<file path="src/rtl/call_stack_pkg.sv">
// Shared definitions for the return-address/data stack: operation encoding and default sizing.
package call_stack_pkg;

    localparam int unsigned DEF_DATA_W = 32;
    localparam int unsigned DEF_DEPTH  = 16;

    typedef enum logic [1:0] {
        OP_NONE = 2'b00,
        OP_POP  = 2'b01,
        OP_PUSH = 2'b10,
        OP_REPL = 2'b11
    } op_e;

    function automatic op_e decode_op(input logic push, input logic pop);
        op_e op;
        case ({push, pop})
            2'b10:   op = OP_PUSH;
            2'b01:   op = OP_POP;
            2'b11:   op = OP_REPL;
            default: op = OP_NONE;
        endcase
        return op;
    endfunction

endpackage

</file>
<file path="src/rtl/stack_ptr_wrap.sv">
// Modulo-DEPTH index arithmetic: increment, decrement and "top minus offset" of an AW-bit pointer.
// Wrap is done by explicit compare so DEPTH need not be a power of two.
module stack_ptr_wrap #(
    parameter int unsigned DEPTH = 16,
    parameter int unsigned AW    = 4
) (
    input  logic [AW-1:0] i_idx,
    input  logic [AW-1:0] i_off,
    output logic [AW-1:0] o_inc,
    output logic [AW-1:0] o_dec,
    output logic [AW-1:0] o_below
);

    localparam int unsigned SW = AW + 1;

    logic [SW-1:0] w_sum;

    always_comb begin
        o_inc = (i_idx == AW'(DEPTH - 1)) ? '0 : i_idx + AW'(1);
        o_dec = (i_idx == '0) ? AW'(DEPTH - 1) : i_idx - AW'(1);
    end

    // idx - 1 - off (mod DEPTH); offsets beyond DEPTH map to 0 to keep the index in range
    always_comb begin
        w_sum   = SW'(i_idx) + SW'(DEPTH - 1) - SW'(i_off);
        o_below = '0;
        if ({1'b0, i_off} < SW'(DEPTH)) begin
            if (w_sum >= SW'(DEPTH)) begin
                o_below = AW'(w_sum - SW'(DEPTH));
            end else begin
                o_below = AW'(w_sum);
            end
        end
    end

endmodule

</file>
<file path="src/rtl/call_stack.sv">
// Parametrised circular return-address/data stack with replace, peek, flush and sticky error flags.
module call_stack
    import call_stack_pkg::*;
#(
    parameter  int unsigned DATA_W       = DEF_DATA_W,
    parameter  int unsigned DEPTH        = DEF_DEPTH,
    parameter  bit          WRAP_ON_FULL = 1'b0,
    localparam int unsigned AW           = $clog2(DEPTH),
    localparam int unsigned CW           = $clog2(DEPTH + 1)
) (
    input  logic              clk,
    input  logic              rst,
    input  logic              push,
    input  logic              pop,
    input  logic [DATA_W-1:0] push_data,
    input  logic              flush,
    input  logic              clear_err,
    input  logic [AW-1:0]     peek_idx,
    output logic [DATA_W-1:0] top,
    output logic [DATA_W-1:0] peek_data,
    output logic [CW-1:0]     count,
    output logic              empty,
    output logic              full,
    output logic              overflow,
    output logic              underflow
);

    logic [DATA_W-1:0] r_mem [DEPTH];
    logic [AW-1:0]     r_wp;
    logic [CW-1:0]     r_count;
    logic              r_ovf;
    logic              r_unf;

    logic [AW-1:0]     w_wp_inc;
    logic [AW-1:0]     w_wp_dec;
    logic [AW-1:0]     w_peek_addr;
    logic [AW-1:0]     w_wp_nxt;
    logic [CW-1:0]     w_cnt_nxt;
    logic [AW-1:0]     w_waddr;
    logic              w_we;
    logic              w_ovf_set;
    logic              w_unf_set;
    logic              w_empty;
    logic              w_full;
    op_e               w_op;

    stack_ptr_wrap #(
        .DEPTH (DEPTH),
        .AW    (AW)
    ) u_ptr (
        .i_idx   (r_wp),
        .i_off   (peek_idx),
        .o_inc   (w_wp_inc),
        .o_dec   (w_wp_dec),
        .o_below (w_peek_addr)
    );

    assign w_empty = (r_count == '0);
    assign w_full  = (r_count == CW'(DEPTH));
    assign w_op    = decode_op(push, pop);

    // Next pointer/count, write enable and flag-set decode; flush overrides everything
    always_comb begin
        w_wp_nxt  = r_wp;
        w_cnt_nxt = r_count;
        w_waddr   = r_wp;
        w_we      = 1'b0;
        w_ovf_set = 1'b0;
        w_unf_set = 1'b0;
        if (flush) begin
            w_wp_nxt  = '0;
            w_cnt_nxt = '0;
        end else begin
            case (w_op)
                OP_PUSH: begin
                    if (!w_full) begin
                        w_we      = 1'b1;
                        w_wp_nxt  = w_wp_inc;
                        w_cnt_nxt = r_count + CW'(1);
                    end else begin
                        w_ovf_set = 1'b1;
                        if (WRAP_ON_FULL) begin
                            w_we     = 1'b1;
                            w_wp_nxt = w_wp_inc;
                        end
                    end
                end
                OP_POP: begin
                    if (!w_empty) begin
                        w_wp_nxt  = w_wp_dec;
                        w_cnt_nxt = r_count - CW'(1);
                    end else begin
                        w_unf_set = 1'b1;
                    end
                end
                OP_REPL: begin
                    w_we = 1'b1;
                    if (w_empty) begin
                        w_wp_nxt  = w_wp_inc;
                        w_cnt_nxt = r_count + CW'(1);
                        w_unf_set = 1'b1;
                    end else begin
                        w_waddr = w_wp_dec;
                    end
                end
                default: begin
                    w_we = 1'b0;
                end
            endcase
        end
    end

    always_ff @(posedge clk or posedge rst) begin
        if (rst) begin
            r_wp    <= '0;
            r_count <= '0;
            r_ovf   <= 1'b0;
            r_unf   <= 1'b0;
        end else begin
            r_wp    <= w_wp_nxt;
            r_count <= w_cnt_nxt;
            r_ovf   <= w_ovf_set | (r_ovf & ~clear_err);
            r_unf   <= w_unf_set | (r_unf & ~clear_err);
        end
    end

    // Storage is not reset; a write coinciding with reset is dropped
    always_ff @(posedge clk) begin
        if (w_we && !rst) begin
            r_mem[w_waddr] <= push_data;
        end
    end

    always_comb begin
        top       = w_empty ? '0 : r_mem[w_wp_dec];
        peek_data = (CW'(peek_idx) < r_count) ? r_mem[w_peek_addr] : '0;
    end

    assign count     = r_count;
    assign empty     = w_empty;
    assign full      = w_full;
    assign overflow  = r_ovf;
    assign underflow = r_unf;

endmodule
</file>
<file path="config.mk">
export PLATFORM = sky130hd
export DESIGN_NAME = call_stack
export DESIGN_NICKNAME = d
export VERILOG_FILES = /design/src/rtl/call_stack_pkg.sv /design/src/rtl/stack_ptr_wrap.sv /design/src/rtl/call_stack.sv
export SDC_FILE = /design/constraint.sdc
export NUM_CORES = 1
export LEC_CHECK = 0
export CORE_MARGIN = 4
export CORE_UTILIZATION = 45
export DETAILED_ROUTE_END_ITERATION = 7
export GPL_TIMING_DRIVEN = 0
export SLEW_MARGIN = 5
export SYNTH_ARGS = -nofsm -noshare
export SYNTH_HDL_FRONTEND = slang
export SYNTH_SLANG_ARGS = --single-unit
</file>
<file path="constraint.sdc">
create_clock -name clk -period 4.5 [get_ports clk]
set_clock_uncertainty 0.05 [all_clocks]
set_input_delay 0.45 -clock clk [delete_from_list [all_inputs] [get_ports clk]]
set_output_delay 0.45 -clock clk [all_outputs]
set_load 0.02 [all_outputs]
</file>
### Word-level counts from Yosys, hierarchy flattened

Memories as Yosys holds them, arrays and structs flattened.
Index checks and enable logic that the tools add are counted.
Widths: inputs -> output; s select.

| cells by class | value |
|---|---|
| add/sub/neg operators | 7 |
| reductions and logical operators | 8 |
| mux-type cells | 29 |
| equality and inequality tests | 11 |
| order comparisons | 2 |
| bitwise operators | 5 |

Operator list:

| kind | number |
|---|---|
| $mux 32 | 2 |
| $mux 4 | 9 |
| $mux 5 | 4 |
| $pmux 5 s3 | 1 |
| $pmux 4 s3 | 1 |
| $mux 1 | 10 |
| $ne 3x3->1 const B | 3 |
| $eq 2x2->1 const B | 4 |
| $sub 4x1->4 const B | 2 |
| $pmux 2 s3 | 1 |
| $add 4x4->5 const B | 1 |
| $add 5x1->5 const B | 1 |
| $eq 5x5->1 const B | 1 |
| $ge 5x5->1 const B | 1 |
| $logic_not 5->1 | 1 |
| $lt 4x5->1 | 1 |
| $sub 5x1->5 const B | 1 |
| $sub 5x4->5 | 1 |
| $add 4x1->4 const B | 1 |
| $eq 2x1->1 const B | 2 |
| $eq 4x4->1 const B | 1 |
| $logic_not 4->1 | 1 |
| $reduce_and 4->1 | 1 |
| $reduce_bool 4->1 | 1 |
| 8 further kinds | 10 |

| storage, ports and cells | value |
|---|---|
| bits in registers | 11 |
| memories | 1 |
| word-level logic and storage cells | 67 |
| bits in writable memories | 512 |

Memories:

| memory | depth | width | rd ports | clocked after memory_dff | wr ports | line | text |
|---|---|---|---|---|---|---|---|
| r_mem | 16 | 32 | 2 | 0 | 1 | call_stack.sv:28 | `logic [DATA_W-1:0] r_mem [DEPTH];` |

### Longest topological paths before layout

Gate-level depths: netlist of the first run.

| depth | value |
|---|---|
| word-level depth | 8 |
| gate-level depth with buffers | 12 |

### Cells and area by module

Synthesis of the first run repeated with hierarchy kept, for this count alone.

| unflattened totals | value |
|---|---|
| cell total of the unflattened synthesis | 1260 |
| area, all modules | 24828.8 um^2 |

Modules (own cells, without submodules):

| module | instances | cells an instance | area each (um^2) |
|---|---|---|---|
| call_stack | 1 | 1229 | 24593.6 |
| stack_ptr_wrap | 1 | 31 | 235.2 |

### Worst setup path after synthesis of the first run

No wires, ideal clock.

| path | value |
|---|---|
| path kind | register to register |
| from | reg r_wp[0] |
| to | mem r_mem[7][0] (netlist bit) (enable) |
| path buffers | 3 |
| library setup time | 0.421 ns |
| cell stages (with the launch flop) | 11 |
| data arrival time | 3.758 ns |
| path slack | 0.270 ns |
| required time | 4.029 ns |
| clock period less this slack | 4.230 ns |
| cell sequence | dfrtp_1 buf_2 inv_1 clkbuf_1 ha_1 buf_4 nor3b_1 o221ai_1 a211oi_1 nand2_1 nor2_1 |

| on the way | value |
|---|---|
| longest elaborated chain between the ends | 5 |

RTL lines:

| what | line | text |
|---|---|---|
| start, declared | call_stack.sv:29 | `logic [AW-1:0] r_wp;` |
| start signal, assigned | call_stack.sv:120 | `r_wp <= w_wp_nxt;` |
| $sub 4x1->4 / $logic_not 4->1 (equally long branches) | stack_ptr_wrap.sv:20 | `o_dec = (i_idx == '0) ? AW'(DEPTH - 1) : i_idx - AW'(1);` |
| $mux 4 | stack_ptr_wrap.sv:20 |  |
| $mux 4 | -- |  |
| $mux 4 | call_stack.sv:74 | `case (w_op)` |
| $mux 4 (*) | call_stack.sv:70 | `if (flush) begin` |
| end, declared | call_stack.sv:28 |  |

Every way passes the cells marked *; elsewhere a longest branch is shown, timed or not.

### Worst setup path after layout of the first run

| path | value |
|---|---|
| from | reg r_wp[0] |
| to | out peek_data[22] |

| on the way | value |
|---|---|
| longest elaborated chain between the ends | 6 |

RTL lines:

| what | line | text |
|---|---|---|
| $add 4x4->5 (*) | stack_ptr_wrap.sv:25 | `w_sum = SW'(i_idx) + SW'(DEPTH - 1) - SW'(i_off);` |
| $sub 5x4->5 (*) | stack_ptr_wrap.sv:25 |  |
| $sub 4x1->4 / $ge 5x5->1 (equally long branches) | stack_ptr_wrap.sv:29, stack_ptr_wrap.sv:28 |  |
| $mux 4 (*) | stack_ptr_wrap.sv:28 | `if (w_sum >= SW'(DEPTH)) begin` |
| $mem_v2 16x32 (*) | -- |  |
| $mux 32 (*) | call_stack.sv:136 | `peek_data = (CW'(peek_idx) < r_count) ? r_mem[w_peek_addr] : '0;` |
| end, declared | call_stack.sv:20 | `output logic [DATA_W-1:0] peek_data,` |

Marks and branches as above.

==> results.md, run 1 <==
- Status: finished clean
- #FFs+latches synth: between 500 and 600
- Path category of the worst min-delay check: in2async
- Cell area power density: around 710 nW/µm²
- Max Slew Vio Count: 0
- Initial antenna violation count: 4
- Sequential cell area fraction in the yosys report: a little under two thirds
- Commonest cells after routing, fill and taps aside: edfxtp_1, mux4_2, clkdlybuf4s50_1
- WS Path Type: reg2out
- TritonCTS clock tree: done
- Post-synth EDFFs: slightly above 500
- Layout fillers: ~4100
- Worst skew pair latency: just over 600 ps
- Dpl cells: 2074
- Final Hold Fails: 0
- Finished Layout Cells: 2198
- Maximum VDD drop: 0.000467 V
- Largest family of logic cells by synthesized area: multiplexers
- HPWL Detailed: 48.7 mm
- Worst slack at placement: -997 ps
- GR Overflow Total: 0
- Cell count after synthesis: ~1200
- Effective utilization at floorplan: a little under half
- Leading cell type in the layout, fill and taps excluded: edfxtp_1
- Period utilization: 99.1%
- Top_reg_cell synth: edfxtp_1
- DR vias/cell: 6.70
- Routability congestion estimate from global placement: between 0.8 and 0.9
- Post-synthesis mux area share: 25.6%
- Simple-Gate Fraction of Synth Area: between 1.5 and 2%
- Setup crit end kind: output port
- Slew HR: around a third
- Synth cell types: 66
- H-tree levels: 2
- MaxCap Viol Count: 0
- Core area: roughly 54000 µm²
- Ports: around 120
- Critical path arrival: roughly 4000 ps
- Wirelength per Cell: between 30 and 40 µm
- R2r setup slk: 380 ps
- Iter 0 DRT Violations: ~1900
- Num CTS Buffers: 56
- Die width: about 240 µm
- Final WL: ~77 mm
- Fin crit period: between 4000 and 5000 ps
- FFs w/ async S/R, synth: 2.10%
- XOR/XNOR share of the synthesized area: less than 1%
- Share of cells above drive strength 1: between 30 and 40%
- PortBufs: between 100 and 150
- Post-route ant nets: 0
- Synth warn: 0
- Max Fanout on Critical Path: 10
- Post-route DRC: 0
- Fmax: about 220 MHz
- Mapped Nets: 1299
- CTS root buffer: clkbuf_16
- Synth Cell Area: 24600 µm²
- Worst-margin pin slew: 1020 ps
- Clock Sinks: around 520
- First-pass GRT wire length: approximately 110 mm
- Die area: 58500 µm²
- Setup ws final: 38.5 ps
- Routed vias: roughly 15000
- Maximum clock path buffer count: 3
- Syn Area/Cell: 19.8 µm²
- Core Rows: 85
- Vias in the first global route: around 15000
- Largest net degree at the start of global routing: 21
- Synth Area in Adders: 0.722%
- Pleak: 0.00982 µW
- Worst EP required: 4000 ps
- CP startpoint kind: flop
- Initial DRT Pass Iterations: 5
- RSZ-0062 raised after global routing: true
- Nets: approximately 1500
- Area delta synth->final: 20.2%
- Compound-cell area share of the yosys netlist: around 5.7%
- GRT Overall Usage: 26.2%
- Clock Pin Slew Worst Setup and Hold Paths: roughly 60 ps
- Die H: about 240 µm
- Final setup vio count: 0
cells by family (layout without fill, tap and decap cells):
logic type / after synthesis / in the layout
other cells: 0 / 3
simple gates: 85 / 85
xor+xnor: 8 / 8
mux: 317 / 317
compound gates: 181 / 181
fa+ha+maj: 13 / 13
buf+inv: 117 / 372
flops: 523 / 523
where the power goes:
group | total, µW | switching (µW) | internal (µW)
sequential | 5600 | 92.7 | 5500
clock | 4580 | 1950 | 2630
combinational | 10900 | 6270 | 4580
total | 21000 | 8320 | 12700
area by class of cell:
type	instances	area [µm²]	area share (%)
sequential	523	15700	52.9
multi-input combinational	604	8560	29.0
timing repair buffer	150	1740	5.87
clock buffer	68	1490	5.03
tap	696	871	2.94
buffer	93	855	2.89
clock inverter	37	309	1.04
inverter	24	92.6	0.313
antenna	3	7.51	0.0254
worst max-delay path, cell delays in order, from the launching register on:
cell and delay [ps]:
dfrtp_2 450, ha_1 220, fa_1 380, xnor2_1 340, a21oi_1 80, o21ai_1 500
buf_2 540, o22ai_1 230, clkdlybuf4s50_1 590
registers in the layout (all words and copies together), names as in the netlist:
signal / flops
r_mem: 512
count: 5
r_wp: 4
overflow: 1
underflow: 1
metal layers:
metal	wire, µm	GRT usage [%]	part of all wire (%)	vias up
li1	-	-	-	5868
met2	35800	40.1	46	877
met1	31300	37.1	40	7800
met4	3190	10.9	4.1	2
met3	7180	5.62	9.3	170
met5	13	0	0.017	-
metrics by stage:
| stage | hold slack (ps) | TNS (ps) | instance area [µm²] | total power (µW) | util [%] |
|---|---|---|---|---|---|
| floorplan | 252 | 0 | 24600 | 11900 | - |
| CTS | 180 | 0 | 29500 | 21000 | 54.7 |
| global route | 222 | -56.8 | 29600 | 21700 | 54.8 |
| detailed placement | 434 | -155090 | 27200 | 16200 | 50.4 |
| finish | 181 | 0 | 29600 | 21000 | 54.8 |
| global placement | 430 | -1382760 | 26600 | 16100 | 49.3 |
worst paths after layout:
path,startpoint,endpoint,cells after the start
max,r_wp[0],peek_data[22],8
min,rst,count[4],2
max reg2reg,r_wp[0],r_mem[9][14],11
min reg2reg,overflow,overflow,1
max in group asynchronous,rst,r_wp[0],2
min in group clk,clear_err,underflow,2
synthesized netlist by cell type (all sizes together), types with 12 or more instances:
library cell	count	area, µm²
a21oi	16	80.1
a221o	29	290
a22o	29	254
buf	47	303
clkbuf	46	173
edfxtp	512	15400
inv	24	90.1
mux2i	68	681
mux4	249	5610
nand2	12	61.3
nor2	33	126
o21ai	16	80.1
o22ai	34	213
timing repair:
action,CTS,global route
hold endpoints to repair,0,0
resized for setup,224,28
pin swaps,5,1
hold buffers,0,0
setup buffers,7,5
gates cloned,3,1
endpoints found under the setup margin,441,53
Note: power is estimated with default switching activity, not from simulation.
==> run 2: changes to the inputs <==
--- a/config.mk
+++ b/config.mk
@@ -9,5 +9,4 @@
 export CORE_UTILIZATION = 45
 export DETAILED_ROUTE_END_ITERATION = 7
-export GPL_TIMING_DRIVEN = 0
 export SLEW_MARGIN = 5
 export SYNTH_ARGS = -nofsm -noshare
--- a/constraint.sdc
+++ b/constraint.sdc
@@ -3,3 +3,3 @@
 set_input_delay 0.45 -clock clk [delete_from_list [all_inputs] [get_ports clk]]
 set_output_delay 0.45 -clock clk [all_outputs]
-set_load 0.02 [all_outputs]
+set_load 0.1 [all_outputs]
==> run 2 against run 1 <==
Net effect:
- cell area fell by 0.52%
- flip-flop and latch count unchanged
- count of clock-buffer cells in the layout decreased by 3
- critical path type unchanged
==> results.md, run 2 (synthesized netlist as in run 1, its figures left out) <==
- Iter 0 DRT Violations: 1360 (was 1888)
- Die area: 58500 µm² (unchanged)
- TritonCTS clock tree: done (unchanged)
- Maximum clock path buffer count: 3 (unchanged)
- Critical path arrival: 3770 ps (was 3960 ps)
- Post-CTS Resized: 0 (was 224)
- Max Slew Vio Count: 0 (unchanged)
- Final Hold Fails: 0 (unchanged)
- Wirelength per Cell: 31.0 µm (was 35.2 µm)
- Share of cells above drive strength 1: 34.4% (was 34.1%)
- Core area: 53900 µm² (unchanged)
- Ports: 115 (unchanged)
- Multi-input gate area: 8590 µm² (was 8560 µm²)
- Worst skew pair latency: 580 ps (was 620 ps)
- Clock Sinks: 523 (unchanged)
- Clock Pin Slew Worst Setup and Hold Paths: 60 ps (about the same)
- RSZ-0062 raised after global routing: false (was true)
- Routability congestion estimate from global placement: 0.805 (was 0.872)
- Fmax: 234 MHz (was 224 MHz)
- Initial antenna violation count: 2 (was 4)
- Path category of the worst min-delay check: in2async (unchanged)
- Num CTS Buffers: 54 (was 56)
- Leading cell type in the layout, fill and taps excluded: edfxtp_1 (unchanged)
- GRT Overall Usage: 22.3% (was 26.2%)
- Routed vias: 13792 (was 14717)
- Period utilization: 94.9% (was 99.1%)
- Effective utilization at floorplan: 45.6% (unchanged)
- First-pass GRT wire length: 97.0 mm (was 110 mm)
- HPWL Detailed: 37.6 mm (was 48.7 mm)
- Setup Total Neg Slack: 0 ps (unchanged)
- Die width: 242 µm (unchanged)
- PortBufs: 114 (was 113)
- Initial DRT Pass Iterations: 5 (unchanged)
- Core Rows: 85 (unchanged)
- Worst-margin pin slew: 1070 ps (was 1020 ps)
- GR Overflow Total: 0 (unchanged)
- Post-route DRC: 0 (unchanged)
- Worst EP required: 4000 ps (about the same)
- Post-route ant nets: 0 (unchanged)
- DR vias/cell: 6.50 (was 6.70)
- Vias in the first global route: 14371 (was 15197)
- H-tree levels: 2 (unchanged)
- Status: finished clean (unchanged)
- CP startpoint kind: flop (unchanged)
- Largest net degree at the start of global routing: 52 (was 21)
- Die H: 242 µm (unchanged)
- WS Path Type: reg2out (unchanged)
- Commonest cells after routing, fill and taps aside: edfxtp_1, mux4_2, buf_12 (was edfxtp_1, mux4_2, clkdlybuf4s50_1)
- MaxCap Viol Count: 0 (unchanged)
- Max Fanout on Critical Path: 23 (was 10)
- CTS root buffer: clkbuf_16 (unchanged)
- Reg with most FFs: r_mem (unchanged)
- FF/Latch Area: 15700 µm² (about the same)
- Fin crit period: 4270 ps (was 4460 ps)
- Nets: 1446 (was 1507)
- Slew HR: 28.3% (was 31.4%)
- Final WL: 65.8 mm (was 77.5 mm)
- Final setup vio count: 0 (unchanged)
- Setup crit end kind: output port (unchanged)
- Layout fillers: 4080 (was 4107)
- Max reg flops: 512 (unchanged)
- Area delta synth->final: 19.6% (was 20.2%)
## run 2: repair_timing
item,in CTS,in global routing
buffers inserted,0,3
hold buffers,0,0
endpoints found under the setup margin,0,10
## run 2: metal layers
layer	track usage (%)	up-vias	share of wire [%]
li1	-	5727	-
met1	31.8	7498	43
met2	36.1	493	49
met4	4.78	0	1.8
met3	4.72	74	6.7
met5	0	-	0
## run 2: final cells by class
cell class / count / share of cell area (%)
Tap cell: 696 / 2.96
Clock inverter: 26 / 0.672
Multi-Input combinational cell: 604 / 29.2
Clock buffer: 65 / 4.81
Timing Repair Buffer: 184 / 8.85
Antenna cell: 1 / 0.00851
Inverter: 24 / 0.315
Sequential cell: 523 / 53.2
## run 2: worst max-delay path: stages (launching register included)
cell and delay (ps):
dfrtp_1 380, inv_1 150, ha_1 280, or3b_1 470
nand2_8 270, buf_12 270, mux4_2 530, a22o_1 240
a221o_1 350, buf_12 200
## run 2: worst paths after layout
kind,startpoint,endpoint,slack (ps),depth (start not counted)
setup / recovery,r_wp[1],top[30],230,9
hold / removal,rst,count[0],270,2
setup reg to reg,count[3],r_mem[8][17],870,6
hold reg to reg,overflow,overflow,460,1
max in group asynchronous,rst,r_wp[2],3800,2
min in group clk,clear_err,underflow,400,2
## run 2: metrics by stage
stage	cells	instance area, µm²	utilization (%)	worst slack, ps	hold WS, ps
CTS	2119	29400	54.5	80.8	241
detailed placement	2028	27800	51.5	548	457
global placement	2028	27800	51.5	573	432
global route	2122	29400	54.6	67.6	286
floorplan	1244	24600	-	35.5	252
finish	2123	29400	54.6	229	273
Power of run 2 is left out: the tool's default activity adds up to more than one toggle a clock period on the data nets, which glitch-free logic cannot reach.
==> run 3: changes to the inputs <==
Settings changed: CAP_MARGIN set to 25, TNS_END_PERCENT set to 5.
==> results of run 3 <==
Same layout as run 2: the final DEF is identical, and so are final timing and power.
Power of run 3 is left out for the same reason.
==> variant 1: new RTL, flow settings as in run 1 <==
The parameter `WRAP_ON_FULL` goes from 1'b0 to 1'b1.
--- a/src/rtl/call_stack.sv
+++ b/src/rtl/call_stack.sv
@@ -5,5 +5,5 @@
     parameter  int unsigned DATA_W       = DEF_DATA_W,
     parameter  int unsigned DEPTH        = DEF_DEPTH,
-    parameter  bit          WRAP_ON_FULL = 1'b0,
+    parameter  bit          WRAP_ON_FULL = 1'b1,
     localparam int unsigned AW           = $clog2(DEPTH),
     localparam int unsigned CW           = $clog2(DEPTH + 1)
Behaviour: no difference found for any inputs over 4 cycles, from zero or initial values and one cycle with rst high; that may be too few to reach the edited logic, so the function may still have changed.
==> variant 1 against run 1 <==
- count of clock-buffer cells in the layout down 1
- final area increased by 2.0%
- power up 5.5%
- area after synthesis is 1.3% higher
- wire length rose by 8.0%
- sequential cell count stayed put
- worst setup slack gained 0.035 ns
- die area up 1.3%
- largest cell class unchanged
- highest routed layer unchanged
==> variant 1: results (changes against run 1) <==
[run_status]
status = complete, no violations  ; unchanged

[synth]
ys_top_cells_by_count = 512 x edfxtp_1, 209 x mux4_2, 165 x nand2_1  ; was 512 x edfxtp_1, 249 x mux4_2, 68 x mux2i_1
avgSynthCellArea_um2 = 16.7  ; was 19.8 µm²
yosysSeqAreaShare_pct = 62.8  ; was 63.6%
ys_types = 53  ; was 66
synth_area_leaders = edfxtp_1 62%, mux4_2 19%, nand2_1 2.5%, a211oi_1 2.0%, mux2i_1 1.4%  ; was edfxtp_1 63%, mux4_2 23%, mux2i_1 2.8%, a221o_1 1.2%, dfrtp_1 1.1%
syn_nets = 1547  ; was 1299

[finish]
n_fill_cell = 4279  ; was 4107
inv_count = 19  ; was 24
multi_input_area_share_pct = 29.5  ; was 29.0%
instances_no_fill = 2483  ; was 2198
n_antenna_cell = 2  ; was 3
clkCellAreaFrac_pct = 6.34  ; was 6.08%
buf_share_pct = 8.96  ; was 8.76%
multi_input_gates = 829  ; was 604
nets = 1749  ; was 1507
sh_seq_area_pct = 51.9  ; was 52.9%
signal_buffers = 265  ; was 243

[placed_design]
placed_area_um2 = 27700  ; was 27200 µm²
dp_cells = 2370  ; was 2074
gp_congestion = 0.941  ; was 0.872
hpwl_mm = 54.8  ; was 48.7 mm

[global_routing]
grt_pass1_vias = 16700  ; was 15200
grt_first_pass_wirelength_mm = 119  ; was 110 mm
grt.total_usage_pct = 27.9  ; was 26.2%

[floorplan]
core_area_um2 = 54300  ; was 53900 µm²

[power_and_ir_drop]
p_leak_uw = 0.0104  ; was 0.00982 µW

[drt]
vias_per_cell = 6.71  ; was 6.70
dr.pass1.iters = 8  ; was 5

[setup_path]
worstPathArrival_ns = 4.74  ; was 3.96 ns
worst-path-max-fanout = 12  ; was 10

[timing]
max_slew.worst_pin.slew_ns = 1.38  ; was 1.02 ns

[variant 1: changes by cell type after synthesis, moves of 34 or more]
cell | before | now
a211oi_1 | 7 | 65
a31oi_1 | 4 | 42
and3_1 | 4 | 40
mux2i_1 | 68 | 34
mux4_2 | 249 | 209
nand2_1 | 11 | 165
nand3_1 | 8 | 45
o22ai_1 | 34 | 0
[variant 1: kinds of logic (layout without fill, tap and decap cells)]
family                   count (synthesis)  after routing  synth area share [%]
AND/OR/NAND/NOR                        341            341                  6.41
other                                    0              2                     0
buffers and inverters                  140            390                  2.58
flip-flops                             523            523                  62.8
AO/OA/AOI/OAI                          214            214                  6.14
XOR/XNOR                                11             11                 0.387
multiplexers                           250            250                  21.0
adder cells (fa/ha/maj)                 13             13                 0.713
[variant 1: worst max-delay path, stage by stage (launching register included)]
cell	delay, ns
dfrtp_2	0.45
clkbuf_4	0.20
inv_1	0.12
ha_1	0.18
buf_4	0.24
a21o_1	0.16
buf_6	0.23
buf_6	0.26
buf_4	0.27
nor3_1	0.09
o21ai_0	1.09
nor2_4	0.34
buf_16	0.29
buf_16	0.17
[variant 1: layer usage]
metal  vias up  share of wire, %  track usage (%)
li1       6582                 -                -
met1      8681                38             38.0
met2      1189                46             43.3
met3       214                12             7.64
met4         2               4.1             10.7
met5         -             0.024                0
[variant 1: repair_timing]
action / CTS / global route
pin swaps: 0 / 1
setup endpoints to repair: 278 / 63
buffers inserted: 0 / 4
gates cloned: 0 / 0
gates resized for setup: 189 / 45
[variant 1: power breakdown]
part	internal (µW)	leakage, µW	switching [µW]
sequential	5500	0.00475	84.5
clock	2860	0.000940	1950
combinational	4330	0.00471	7460
[variant 1: worst paths after layout]
kind,startpoint,to,slack [ns],depth (start not counted)
max,r_wp[1],r_mem[10][18],0.07,13
min,rst,r_wp[1],0.15,2
max reg2reg,r_wp[1],r_mem[10][18],0.07,13
min reg2reg,overflow,overflow,0.45,1
max in group asynchronous,rst,r_wp[1],3.92,2
min in group clk,push,r_wp[1],0.35,3
[variant 1: stage by stage]
step / utilization (%) / TNS (ns) / worst slack (ns) / hold slack [ns]
2_1_floorplan: - / 0 / 0.574 / 0.252
3_3_place_gp: 49.6 / -1049.16 / -2.82 / 0.426
3_5_place_dp: 51.0 / -57.81 / -1.36 / 0.446
4_1_cts: 55.2 / -0.0300 / -0.0154 / 0.148
5_1_grt: 55.5 / -0.000867 / -0.000867 / 0.187
6_report: 55.5 / 0 / 0.0735 / 0.149
==> variant 2: new RTL, settings of run 1 <==
Without the edit above. Take the reset off `r_wp` and load it in a clocked block of its own.
--- a/src/rtl/call_stack.sv
+++ b/src/rtl/call_stack.sv
@@ -113,14 +113,16 @@
     always_ff @(posedge clk or posedge rst) begin
         if (rst) begin
-            r_wp    <= '0;
             r_count <= '0;
             r_ovf   <= 1'b0;
             r_unf   <= 1'b0;
         end else begin
-            r_wp    <= w_wp_nxt;
             r_count <= w_cnt_nxt;
             r_ovf   <= w_ovf_set | (r_ovf & ~clear_err);
             r_unf   <= w_unf_set | (r_unf & ~clear_err);
         end
+    end
+
+    always_ff @(posedge clk) begin
+        r_wp <= w_wp_nxt;
     end
 
Check against the original RTL: not settled (the Yosys comparison gave no result); the edit may change what the design does.
==> variant 2 against run 1 <==
- non-clock buffer count shrank 4
- critical path depth grew 2
- first-iteration DRC count grew 26%
- worst setup slack gained 0.036 ns
- final area shrank 2.1%
- sequential cell count is the same
- maximum frequency grew 0.82%
- sequential power is essentially flat
- power shrank 0.29%
- wire length shrank 5.0%
- area after synthesis shrank 1.6%
- sequential share of layout area grew 1.1 points
- critical endpoint is now peek_data[21]
==> variant 2: results (changes against run 1) <==
[run_status]
status = complete, no violations  ; unchanged

[drt]
dr.pass1.iters = 6  ; was 5
wl_per_cell_um = 33.6  ; was 35.2 µm
num_vias = 14600  ; was 14700
drt_iter0_markers = 2372  ; was 1888

[setup_path]
critPathMaxStageDelay_ns = 0.53  ; was 0.59 ns
r2r_slack_ns = 0.74  ; was 0.38 ns
r2r_start = r_wp[1]  ; was r_wp[0]
critPathSlowestCell = mux4_2  ; was clkdlybuf4s50_1
worstPathArrival_ns = 3.92  ; was 3.96 ns
r2r_end = r_mem[11][6]  ; was r_mem[9][14]
crit_end = peek_data[21]  ; was peek_data[22]

[synth]
async_flop_share_pct = 1.34  ; was 2.10%
ys_top_cells_by_count = 512 x edfxtp_1, 223 x mux4_2, 62 x a222oi_1  ; was 512 x edfxtp_1, 249 x mux4_2, 68 x mux2i_1
synth_area_leaders = edfxtp_1 64%, mux4_2 21%, a222oi_1 2.6%, a21boi_0 1.9%, o221ai_1 1.1%  ; was edfxtp_1 63%, mux4_2 23%, mux2i_1 2.8%, a221o_1 1.2%, dfrtp_1 1.1%
yosysSeqAreaShare_pct = 64.6  ; was 63.6%
ys_types = 55  ; was 66
syn_nets = 1318  ; was 1299

[clock_network]
cts_made_buffers = 55  ; was 56

[global_routing]
use_met3_pct = 4.67  ; was 5.62%
use_met1_pct = 35.0  ; was 37.1%
met2_usage_pct = 42.8  ; was 40.1%
grt_max_degree = 20  ; was 21
grt_first_pass_wirelength_mm = 105  ; was 110 mm

[power_and_ir_drop]
p_leak_uw = 0.00933  ; was 0.00982 µW
vdd_drop_max_mv = 0.405  ; was 0.467 mV

[timing]
whs_ns = 0.0746  ; was 0.181 ns
max_slew.worst_pin.slew_ns = 1.22  ; was 1.02 ns

[finish]
n_fill_cell = 4054  ; was 4107
nets = 1514  ; was 1507
final_layout_size_suffix_gt1_share_pct = 30.8  ; was 34.1%

[placed_design]
gp_congestion = 0.832  ; was 0.872
numPortBuffers = 114  ; was 113

-- variant 2: through the flow --
step / utilization, % / cells / instance area (µm²) / power [µW]
after floorplan: - / 1263 / 24200 / 12100
after global placement: 49.6 / 2065 / 26200 / 16400
after detailed placement: 51.0 / 2090 / 26900 / 16500
after CTS: 54.6 / 2191 / 28900 / 20900
after global routing: 54.7 / 2191 / 28900 / 21800
final: 54.8 / 2193 / 28900 / 21000
-- variant 2: area by class of cell --
type	instances	area (µm²)	share of cell area, %
clock buffer	63	1430	4.93
inverter	21	78.8	0.272
clock inverter	38	340	1.18
tap	688	861	2.97
sequential	523	15600	54.0
timing repair buffer	139	1730	5.97
buffer	100	707	2.44
multi-input combinational	619	8170	28.2
antenna	2	5.00	0.0173
-- variant 2: logic make-up after synthesis --
group	synth area share, %
buffers and inverters	2.40
AND/OR/NAND/NOR	2.44
multiplexers	21.2
AO/OA/AOI/OAI	8.34
XOR/XNOR	0.253
adder cells (fa/ha/maj)	0.734
flip-flops	64.6
-- variant 2: what timing repair did --
action,4_1_cts,5_1_grt
endpoints found under the setup margin,64,63
pin swaps,0,0
gates resized for setup,137,62
-- variant 2: worst reg2reg max path, delay by kind of cell (launching register included) --
kind	cells	cell delay, ns
AO/OA/AOI/OAI	2	1.50
buffers and inverters	3	0.72
AND/OR/NAND/NOR	2	0.51
flip-flops	1	0.45
adder cells (fa/ha/maj)	1	0.23
-- variant 2: power by group --
group	internal [µW]	leakage (µW)	switching [µW]
combinational	4620	0.00373	6290
sequential	5490	0.00473	91.4
clock	2560	0.000868	1920
total	12700	0.00933	8300
-- variant 2: metal layers --
metal	share of wire, %	vias to the layer above	wire length, µm
li1	-	5953	-
met1	39	7690	28400
met2	50	805	36500
met3	8.9	133	6550
met4	2.8	2	2090
met5	0.018	-	13
